--- src/rtl/trap_ctrl_if.sv ---
// Signal bundle between the trap sequencer and its neighbours (interrupt sources,
// decode stage, CSR file and fetch).
interface trap_ctrl_if #(
    parameter int unsigned NUM_IRQ = 2
);
    logic [NUM_IRQ-1:0] irq;
    logic [NUM_IRQ-1:0] irq_en;
    logic               mstatus_mie;
    logic               ecall_op;
    logic               mret_op;
    logic [31:0]        pc;
    logic [31:0]        mepc_in;

    logic               stop_fetch;
    logic               trap_take;
    logic [31:0]        trap_cause;
    logic [31:0]        trap_epc;
    logic               pc_redirect_vld;
    logic [31:0]        pc_redirect;
    logic [NUM_IRQ-1:0] irq_ack;
    logic               mret_done;
    logic               nested_err;

    // Sequencer side
    modport slave (
        input  irq, irq_en, mstatus_mie, ecall_op, mret_op, pc, mepc_in,
        output stop_fetch, trap_take, trap_cause, trap_epc, pc_redirect_vld,
               pc_redirect, irq_ack, mret_done, nested_err
    );

    // Pipeline / CSR side
    modport master (
        output irq, irq_en, mstatus_mie, ecall_op, mret_op, pc, mepc_in,
        input  stop_fetch, trap_take, trap_cause, trap_epc, pc_redirect_vld,
               pc_redirect, irq_ack, mret_done, nested_err
    );
endinterface

--- src/rtl/trap_ctrl.sv ---
// Trap sequencer and round-robin interrupt arbiter: freezes fetch while the pipeline
// drains, commits (cause, epc) to the CSR file, redirects to the handler, and sequences mret.
module trap_ctrl #(
    parameter int unsigned NUM_IRQ      = 2,
    parameter int unsigned DRAIN_CYCLES = 2,
    parameter logic [31:0] MTVEC_BASE   = 32'h0000_0000,
    parameter bit          VECTORED     = 1'b0
) (
    input  logic         clk,
    input  logic         reset_n,
    trap_ctrl_if.slave   bus
);

    localparam int unsigned IDX_W = (NUM_IRQ > 1) ? $clog2(NUM_IRQ) : 1;
    localparam int unsigned CNT_W = $clog2(DRAIN_CYCLES + 1);
    localparam logic [CNT_W-1:0] CNT_LOAD = CNT_W'(DRAIN_CYCLES - 1);

    typedef enum logic [2:0] {
        IDLE    = 3'd0,
        DRAIN   = 3'd1,
        TRAP    = 3'd2,
        HANDLER = 3'd3,
        RETURN  = 3'd4
    } state_t;

    // First requesting line at or after ptr, wrapping around.
    function automatic logic [IDX_W-1:0] rr_pick(input logic [NUM_IRQ-1:0] req,
                                                 input logic [IDX_W-1:0]   ptr);
        logic [IDX_W-1:0] pick;
        logic             found;
        int unsigned      j;
        pick  = '0;
        found = 1'b0;
        for (int unsigned k = 0; k < NUM_IRQ; k++) begin
            j = (32'(ptr) + k) % NUM_IRQ;
            if (!found && req[j]) begin
                found = 1'b1;
                pick  = IDX_W'(j);
            end
        end
        return pick;
    endfunction

    function automatic logic [31:0] irq_cause(input logic [IDX_W-1:0] idx);
        return {1'b1, 31'(32'd16 + 32'(idx))};
    endfunction

    function automatic logic [31:0] trap_target(input logic is_irq, input logic [IDX_W-1:0] idx);
        if (VECTORED && is_irq)
            return MTVEC_BASE + ((32'd16 + 32'(idx)) << 2);
        return MTVEC_BASE;
    endfunction

    function automatic logic [IDX_W-1:0] ptr_after(input logic [IDX_W-1:0] idx);
        if (32'(idx) >= NUM_IRQ - 1)
            return '0;
        return idx + 1'b1;
    endfunction

    state_t               state, state_nx;
    logic [CNT_W-1:0]     cnt, cnt_nx;
    logic [IDX_W-1:0]     rr_ptr, rr_ptr_nx;
    logic [IDX_W-1:0]     grant_idx, grant_idx_nx;
    logic                 is_irq, is_irq_nx;
    logic [NUM_IRQ-1:0]   pend;

    logic                 stop_fetch, stop_fetch_nx;
    logic                 trap_take, trap_take_nx;
    logic [31:0]          trap_cause, trap_cause_nx;
    logic [31:0]          trap_epc, trap_epc_nx;
    logic                 redir_vld, redir_vld_nx;
    logic [31:0]          redir, redir_nx;
    logic [NUM_IRQ-1:0]   irq_ack, irq_ack_nx;
    logic                 mret_done, mret_done_nx;
    logic                 nested_err, nested_err_nx;

    assign pend = bus.irq & bus.irq_en & {NUM_IRQ{bus.mstatus_mie}};

    always_ff @(posedge clk) begin
        if (!reset_n) state <= IDLE;
        else          state <= state_nx;
    end

    // Outputs are registered from the next-state decode, so they track the state entered.
    always_comb begin
        state_nx      = state;
        cnt_nx        = cnt;
        rr_ptr_nx     = rr_ptr;
        grant_idx_nx  = grant_idx;
        is_irq_nx     = is_irq;
        trap_cause_nx = trap_cause;
        trap_epc_nx   = trap_epc;
        redir_nx      = redir;
        nested_err_nx = nested_err;
        stop_fetch_nx = 1'b0;
        trap_take_nx  = 1'b0;
        redir_vld_nx  = 1'b0;
        irq_ack_nx    = '0;
        mret_done_nx  = 1'b0;

        case (state)
            IDLE: begin
                if (bus.ecall_op) begin
                    trap_epc_nx   = bus.pc;
                    trap_cause_nx = 32'd11;
                    is_irq_nx     = 1'b0;
                    cnt_nx        = CNT_LOAD;
                    stop_fetch_nx = 1'b1;
                    state_nx      = DRAIN;
                end else if (|pend) begin
                    grant_idx_nx  = rr_pick(pend, rr_ptr);
                    trap_epc_nx   = bus.pc;
                    trap_cause_nx = irq_cause(grant_idx_nx);
                    is_irq_nx     = 1'b1;
                    cnt_nx        = CNT_LOAD;
                    stop_fetch_nx = 1'b1;
                    state_nx      = DRAIN;
                end
            end
            DRAIN: begin
                stop_fetch_nx = 1'b1;
                if (cnt == '0) begin
                    trap_take_nx = 1'b1;
                    redir_vld_nx = 1'b1;
                    redir_nx     = trap_target(is_irq, grant_idx);
                    if (is_irq) begin
                        irq_ack_nx = NUM_IRQ'(1) << grant_idx;
                        rr_ptr_nx  = ptr_after(grant_idx);
                    end
                    state_nx = TRAP;
                end else begin
                    cnt_nx = cnt - 1'b1;
                end
            end
            TRAP: begin
                state_nx = HANDLER;
            end
            HANDLER: begin
                // No nesting: interrupts are ignored, a second ecall is only flagged.
                if (bus.ecall_op)
                    nested_err_nx = 1'b1;
                if (bus.mret_op) begin
                    stop_fetch_nx = 1'b1;
                    redir_vld_nx  = 1'b1;
                    redir_nx      = bus.mepc_in;
                    mret_done_nx  = 1'b1;
                    state_nx      = RETURN;
                end
            end
            RETURN: begin
                state_nx = IDLE;
            end
            default: begin
                state_nx = IDLE;
            end
        endcase
    end

    always_ff @(posedge clk) begin
        if (!reset_n) begin
            cnt        <= '0;
            rr_ptr     <= '0;
            grant_idx  <= '0;
            is_irq     <= 1'b0;
            stop_fetch <= 1'b0;
            trap_take  <= 1'b0;
            trap_cause <= '0;
            trap_epc   <= '0;
            redir_vld  <= 1'b0;
            redir      <= '0;
            irq_ack    <= '0;
            mret_done  <= 1'b0;
            nested_err <= 1'b0;
        end else begin
            cnt        <= cnt_nx;
            rr_ptr     <= rr_ptr_nx;
            grant_idx  <= grant_idx_nx;
            is_irq     <= is_irq_nx;
            stop_fetch <= stop_fetch_nx;
            trap_take  <= trap_take_nx;
            trap_cause <= trap_cause_nx;
            trap_epc   <= trap_epc_nx;
            redir_vld  <= redir_vld_nx;
            redir      <= redir_nx;
            irq_ack    <= irq_ack_nx;
            mret_done  <= mret_done_nx;
            nested_err <= nested_err_nx;
        end
    end

    assign bus.stop_fetch      = stop_fetch;
    assign bus.trap_take       = trap_take;
    assign bus.trap_cause      = trap_cause;
    assign bus.trap_epc        = trap_epc;
    assign bus.pc_redirect_vld = redir_vld;
    assign bus.pc_redirect     = redir;
    assign bus.irq_ack         = irq_ack;
    assign bus.mret_done       = mret_done;
    assign bus.nested_err      = nested_err;

endmodule

--- src/flat_wrapper.sv ---
// flat-port wrapper written by rule: the top's interface ports become plain ports
module trap_ctrl_flat 
#(
    parameter int unsigned NUM_IRQ      = 2,
    parameter int unsigned DRAIN_CYCLES = 2,
    parameter logic [31:0] MTVEC_BASE   = 32'h0000_0000,
    parameter bit          VECTORED     = 1'b0
)
  (clk, reset_n, bus_irq, bus_irq_en, bus_mstatus_mie, bus_ecall_op, bus_mret_op, bus_pc, bus_mepc_in, bus_stop_fetch, bus_trap_take, bus_trap_cause, bus_trap_epc, bus_pc_redirect_vld, bus_pc_redirect, bus_irq_ack, bus_mret_done, bus_nested_err);
  trap_ctrl_if #(.NUM_IRQ(NUM_IRQ)) bus_i ();
  input  logic clk;
  input  logic reset_n;
  input wire logic [$bits(bus_i.irq)-1:0] bus_irq;
  input wire logic [$bits(bus_i.irq_en)-1:0] bus_irq_en;
  input wire logic [$bits(bus_i.mstatus_mie)-1:0] bus_mstatus_mie;
  input wire logic [$bits(bus_i.ecall_op)-1:0] bus_ecall_op;
  input wire logic [$bits(bus_i.mret_op)-1:0] bus_mret_op;
  input wire logic [$bits(bus_i.pc)-1:0] bus_pc;
  input wire logic [$bits(bus_i.mepc_in)-1:0] bus_mepc_in;
  output wire logic [$bits(bus_i.stop_fetch)-1:0] bus_stop_fetch;
  output wire logic [$bits(bus_i.trap_take)-1:0] bus_trap_take;
  output wire logic [$bits(bus_i.trap_cause)-1:0] bus_trap_cause;
  output wire logic [$bits(bus_i.trap_epc)-1:0] bus_trap_epc;
  output wire logic [$bits(bus_i.pc_redirect_vld)-1:0] bus_pc_redirect_vld;
  output wire logic [$bits(bus_i.pc_redirect)-1:0] bus_pc_redirect;
  output wire logic [$bits(bus_i.irq_ack)-1:0] bus_irq_ack;
  output wire logic [$bits(bus_i.mret_done)-1:0] bus_mret_done;
  output wire logic [$bits(bus_i.nested_err)-1:0] bus_nested_err;
  assign bus_i.irq = bus_irq;
  assign bus_i.irq_en = bus_irq_en;
  assign bus_i.mstatus_mie = bus_mstatus_mie;
  assign bus_i.ecall_op = bus_ecall_op;
  assign bus_i.mret_op = bus_mret_op;
  assign bus_i.pc = bus_pc;
  assign bus_i.mepc_in = bus_mepc_in;
  assign bus_stop_fetch = bus_i.stop_fetch;
  assign bus_trap_take = bus_i.trap_take;
  assign bus_trap_cause = bus_i.trap_cause;
  assign bus_trap_epc = bus_i.trap_epc;
  assign bus_pc_redirect_vld = bus_i.pc_redirect_vld;
  assign bus_pc_redirect = bus_i.pc_redirect;
  assign bus_irq_ack = bus_i.irq_ack;
  assign bus_mret_done = bus_i.mret_done;
  assign bus_nested_err = bus_i.nested_err;
  trap_ctrl #(.NUM_IRQ(NUM_IRQ), .DRAIN_CYCLES(DRAIN_CYCLES), .MTVEC_BASE(MTVEC_BASE), .VECTORED(VECTORED)) u_core (.clk(clk), .reset_n(reset_n), .bus(bus_i));
endmodule
--- config.mk ---
export PLATFORM = sky130hd
export DESIGN_NAME = trap_ctrl_flat
export DESIGN_NICKNAME = d
export VERILOG_FILES = /design/src/rtl/trap_ctrl_if.sv /design/src/rtl/trap_ctrl.sv /design/src/flat_wrapper.sv
export SDC_FILE = /design/constraint.sdc
export NUM_CORES = 1
export LEC_CHECK = 0
export BUFFER_PORTS_ARGS = -buffer_cell sky130_fd_sc_hd__buf_2
export CAP_MARGIN = 0
export CORE_AREA = 5 5 104 106
export CTS_CLUSTER_DIAMETER = 50
export DETAILED_ROUTE_END_ITERATION = 8
export DIE_AREA = 0 0 109 111
export PLACE_DENSITY_LB_ADDON = 0.05
export SLEW_MARGIN = 20
export SYNTH_ARGS = -nofsm -noshare
export SYNTH_HDL_FRONTEND = slang
export SYNTH_SLANG_ARGS = --single-unit
--- constraint.sdc ---
create_clock -name clk -period 1.5 [get_ports clk]
set_input_delay 0.225 -clock clk [delete_from_list [all_inputs] [get_ports clk]]
set_output_delay 0.225 -clock clk [all_outputs]
set_load 0.05 [all_outputs]
# After elaboration in Yosys (flattened, before gate mapping)
# Cells that the tools add are included.
# op_classes
add_sub_neg	4
n_lt_le_gt_ge	3
n_eq_ne	7
shifts	1
mux	43
n_bitwise	3
n_reduce_logical	18
# ops
operator	count
$mux 32	6
$pmux 32 s2	1
$mux 1	25
$reduce_and 3->1	5
$mux 3	4
$pmux 3 s4	1
$reduce_and 2->1	4
$add 5x1->6 const A	1
$eq 3x2->1 const B	2
$mux 2	3
$reduce_bool 2->1	3
$and 2x2->2	2
$lt 1x2->1 const B	2
$ne 2x2->1 const B	2
$pmux 2 s2	1
$reduce_and 4->1	1
$eq 3x1->1 const B	1
$logic_not 3->1	1
$ne 3x2->1 const B	1
$pmux 1 s3	1
$add 1x1->1 const B	2
$logic_not 2->1	1
$ne 2x1->1 const B	1
$pmux 1 s2	1
other kinds (7)	7
# word_totals
register_bits	111
in_bits	73
output_inout_bits	103
elab_cells	93

# Longest topological paths before layout
# logic_depth
ltp_word	17
mapped_depth	6

# Least setup slack after synthesis
# OpenSTA, ideal clock, no wires.
# synth_path
path_type	register -> register
from	register u_core.state[2]
to	register u_core.trap_epc[10], in the netlist u_core.bus.trap_epc[10]
t_arrival_ns	1.457
t_required_ns	1.428
slack_ns	-0.029
path_stages_with_launch	7
path_buffers	3
cell_sequence	dfxtp_1 > or3_1 > buf_2 > a211oi_2 > buf_6 > buf_12 > mux2i_1
# synth_between
elab_chain_len	2
# synth_lines
item	line_no	source
start, declared	trap_ctrl.sv:60	state_t state, state_nx;
start signal, assigned	trap_ctrl.sv:81	else state <= state_nx;
$logic_not 3->1	trap_ctrl.sv:101	case (state)
$reduce_and 2->1 (no source line)	-	
end signal, assigned	trap_ctrl.sv:182	trap_epc <= trap_epc_nx;
end, declared	trap_ctrl.sv:70	logic [31:0] trap_epc, trap_epc_nx;
# Every way passes these cells.
# A chain may end at the register's enable or synchronous reset.

# Worst setup path after layout
# layout_path
from	register u_core.state[0]
to	register u_core.trap_epc[17], in the netlist u_core.bus.trap_epc[17]
# The elaborated chain is that of the path after synthesis.

==> metrics.txt <==
total track usage 14.1%; vias in the first global route 2874; Critical Path RT 1.77 ns; FP Rows 36; post-route ant nets 0; CTS Root Cell clkbuf_8; final setup fails 7; ys flop type dfxtp_1; Synth area leaders dfxtp_1, mux2i_1, nand2_1; synth warn 0; Final Hold Violating Endpoints 0; core region area 0.00968 mm²; Diodes inserted 0; RSZ-0062 raised after global routing true; Switching Power 2.11 mW; worst skew pair latency 0.34 ns; fmax 661 MHz; post-synth cell types 41; Sink Count 81; CP arrival 1.78 ns; most frequent cell after synthesis dfxtp_1; Synth Register Bits 81; cts hold-fix bufs 0; Avg Inst Size Synth 9.67 µm²; die area 0.0121 mm²; critical path peak fanout 6; crit end category flip-flop; status finished, violations left; CTS H-tree depth 3; CTS tree yes; Yosys top cell area share 49.2%; Pint 3.99 mW; # fillers 953; Max-Cap Viols 0; hold slack final 0.0959 ns; leakage 2.17 nW; hold crit path type in -> reg; Post-synth EDFFs 0; failing checks setup timing; clk_skew 0.00841 ns; CTS buffer count 9; first-pass GRT wire length 13.8 mm; drt via density 4.47; Util after Layout 46.3%; DRT Wirelength 8.47 mm; Startpoint Class flip-flop; die height 111 µm; proportion of layout cells with a drive suffix above 1 39.0%; Wirelength per Cell 13.4 µm; fin. max-slew vios 0; input/output buffers 148; Die W 109 µm; Logic pwr share 31.7%; half-perimeter wire length after placement 6.08 mm; Sequential Power Share 39.6%; clock slew at reported path FFs 0.08 ns; vias 2813; Clock power frac 28.7%; Final nets 568; Syn Inst Count 341; Switching Fraction 34.6%; grt ovf 0; Yosys top cell by area dfxtp_1; Syn-to-layout area delta 35.9%; Final min period 1.51 ns; Crit Path Category reg -> reg; drt drc 0; DRT Pass-1 Iters 4; Seq/Total Area, Yosys 49.2%; Mapped Area 0.00330 mm²; GP Congestion 0.675; First DRT Iteration DRCs 93; worst-case clock buffer depth 2; maximum vdd ir drop 541 µV; Initial Util 34.1%; largest net degree at the start of global routing 66; initial antenna violation count 1; Cell Pwr Density 1360 mW/mm²; async set-reset flop share out of synthesis 0%; final cycle utilization of the critical path 101%; I/O pin count 176; Synth top cells by count dfxtp_1, nand2_1, mux2i_1; setup ws final -0.0139 ns
-- timing repair --
action / 4_1_cts / 5_1_grt
pin swaps: 1 / 2
setup buffers: 1 / 0
cloned: 2 / 2
gates resized for setup: 6 / 2
setup endpoints to repair: 33 / 59
-- stage by stage --
step | TNS, ns | power (mW) | std cells | area (µm²) | worst slack [ns]
floorplan | -0.767 | 3.87 | 367 | 3400 | -0.0265
detailed placement | -0.376 | 4.22 | 611 | 4120 | -0.0426
CTS | -1.34 | 6.12 | 628 | 4420 | -0.0582
finish | -0.0497 | 6.09 | 630 | 4480 | -0.0139
global placement | -0.0621 | 4.20 | 611 | 4120 | -0.00961
global route | -2.20 | 6.41 | 630 | 4480 | -0.0783
-- power groups by stage --
stage | logic [mW] | registers, mW | clock network, mW
5_1_grt | 2.06 | 2.44 | 1.91
2_1_floorplan | 0.873 | 2.99 | 0
3_3_place_gp | 1.74 | 2.46 | 0
4_1_cts | 1.89 | 2.41 | 1.82
3_5_place_dp | 1.76 | 2.46 | 0
6_report | 1.93 | 2.41 | 1.75
-- state kept, by name (all words and copies together), names as in the netlist --
name,cells
u_core.bus.irq_ack,2
u_core.bus.mret_done,1
u_core.bus.nested_err,1
u_core.bus.pc_redirect,32
u_core.bus.pc_redirect_vld,1
u_core.bus.stop_fetch,1
u_core.bus.trap_cause,3
u_core.bus.trap_epc,32
u_core.bus.trap_take,1
u_core.cnt,2
u_core.grant_idx,1
u_core.rr_ptr,1
u_core.state,3
-- worst max-delay path, stage by stage, from the launching register on --
cell	delay [ns]
dfxtp_2	0.33
or3_4	0.40
a211oi_4	0.21
buf_12	0.19
clkbuf_16	0.16
mux2i_1	0.17
-- worst paths after layout --
check	cells after the start	startpoint	slack, ns	end
max	5	u_core.state[0]$_SDFFE_PN0P_	-0.01	u_core.bus.trap_epc[17]$_SDFFE_PN0P_
min reg2reg	2	u_core.bus.trap_epc[19]$_SDFFE_PN0P_	0.46	u_core.bus.trap_epc[19]$_SDFFE_PN0P_
min	2	bus_mepc_in[14]	0.1	u_core.bus.pc_redirect[14]$_SDFFE_PN0P_
max reg2reg	5	u_core.state[0]$_SDFFE_PN0P_	-0.01	u_core.bus.trap_epc[17]$_SDFFE_PN0P_
-- placed cells by master, fill, tap and decap left out, types with 3 or more instances in the layout --
cell / n
inv_1: 6
nand4_1: 10
buf_2: 148
a21oi_1: 12
mux2i_1: 34
and3_1: 3
dfxtp_1: 79
nor2_1: 5
buf_12: 6
nor3_1: 3
o21ai_0: 11
a22o_1: 23
conb_1: 27
clkbuf_8: 11
buf_4: 12
nand2_1: 68
-- final cells by class --
class	instances	area (µm²)	share of cell area [%]
clock buffer	11	151	3.38
clock inverter	3	65.1	1.45
inverter	7	26.3	0.586
multi-input combinational	225	1390	31.1
sequential	81	1620	36.2
tap	133	166	3.71
timing repair buffer	170	1060	23.6
-- metal layers --
metal	vias to the layer above	GRT usage, %	wire, µm
li1	1428	-	-
met1	1266	17.6	3570
met2	107	22.2	4030
met3	10	5.88	783
met4	2	3.54	80
met5	-	0	7
-- logic make-up (layout without fill, tap and decap cells) --
| kind of cell | count (synthesis) | in the layout | synth area share [%] |
|---|---|---|---|
| AND/OR/NAND/NOR | 101 | 101 | 13.9 |
| flip-flops | 81 | 81 | 49.2 |
| AO/OA/AOI/OAI | 62 | 62 | 13.8 |
| buffers and inverters | 61 | 191 | 12.3 |
| multiplexers | 34 | 34 | 10.3 |
| adder cells (fa/ha/maj) | 1 | 1 | 0.379 |
| other | 1 | 27 | 0.114 |
Power figures use the tool's default switching activity.
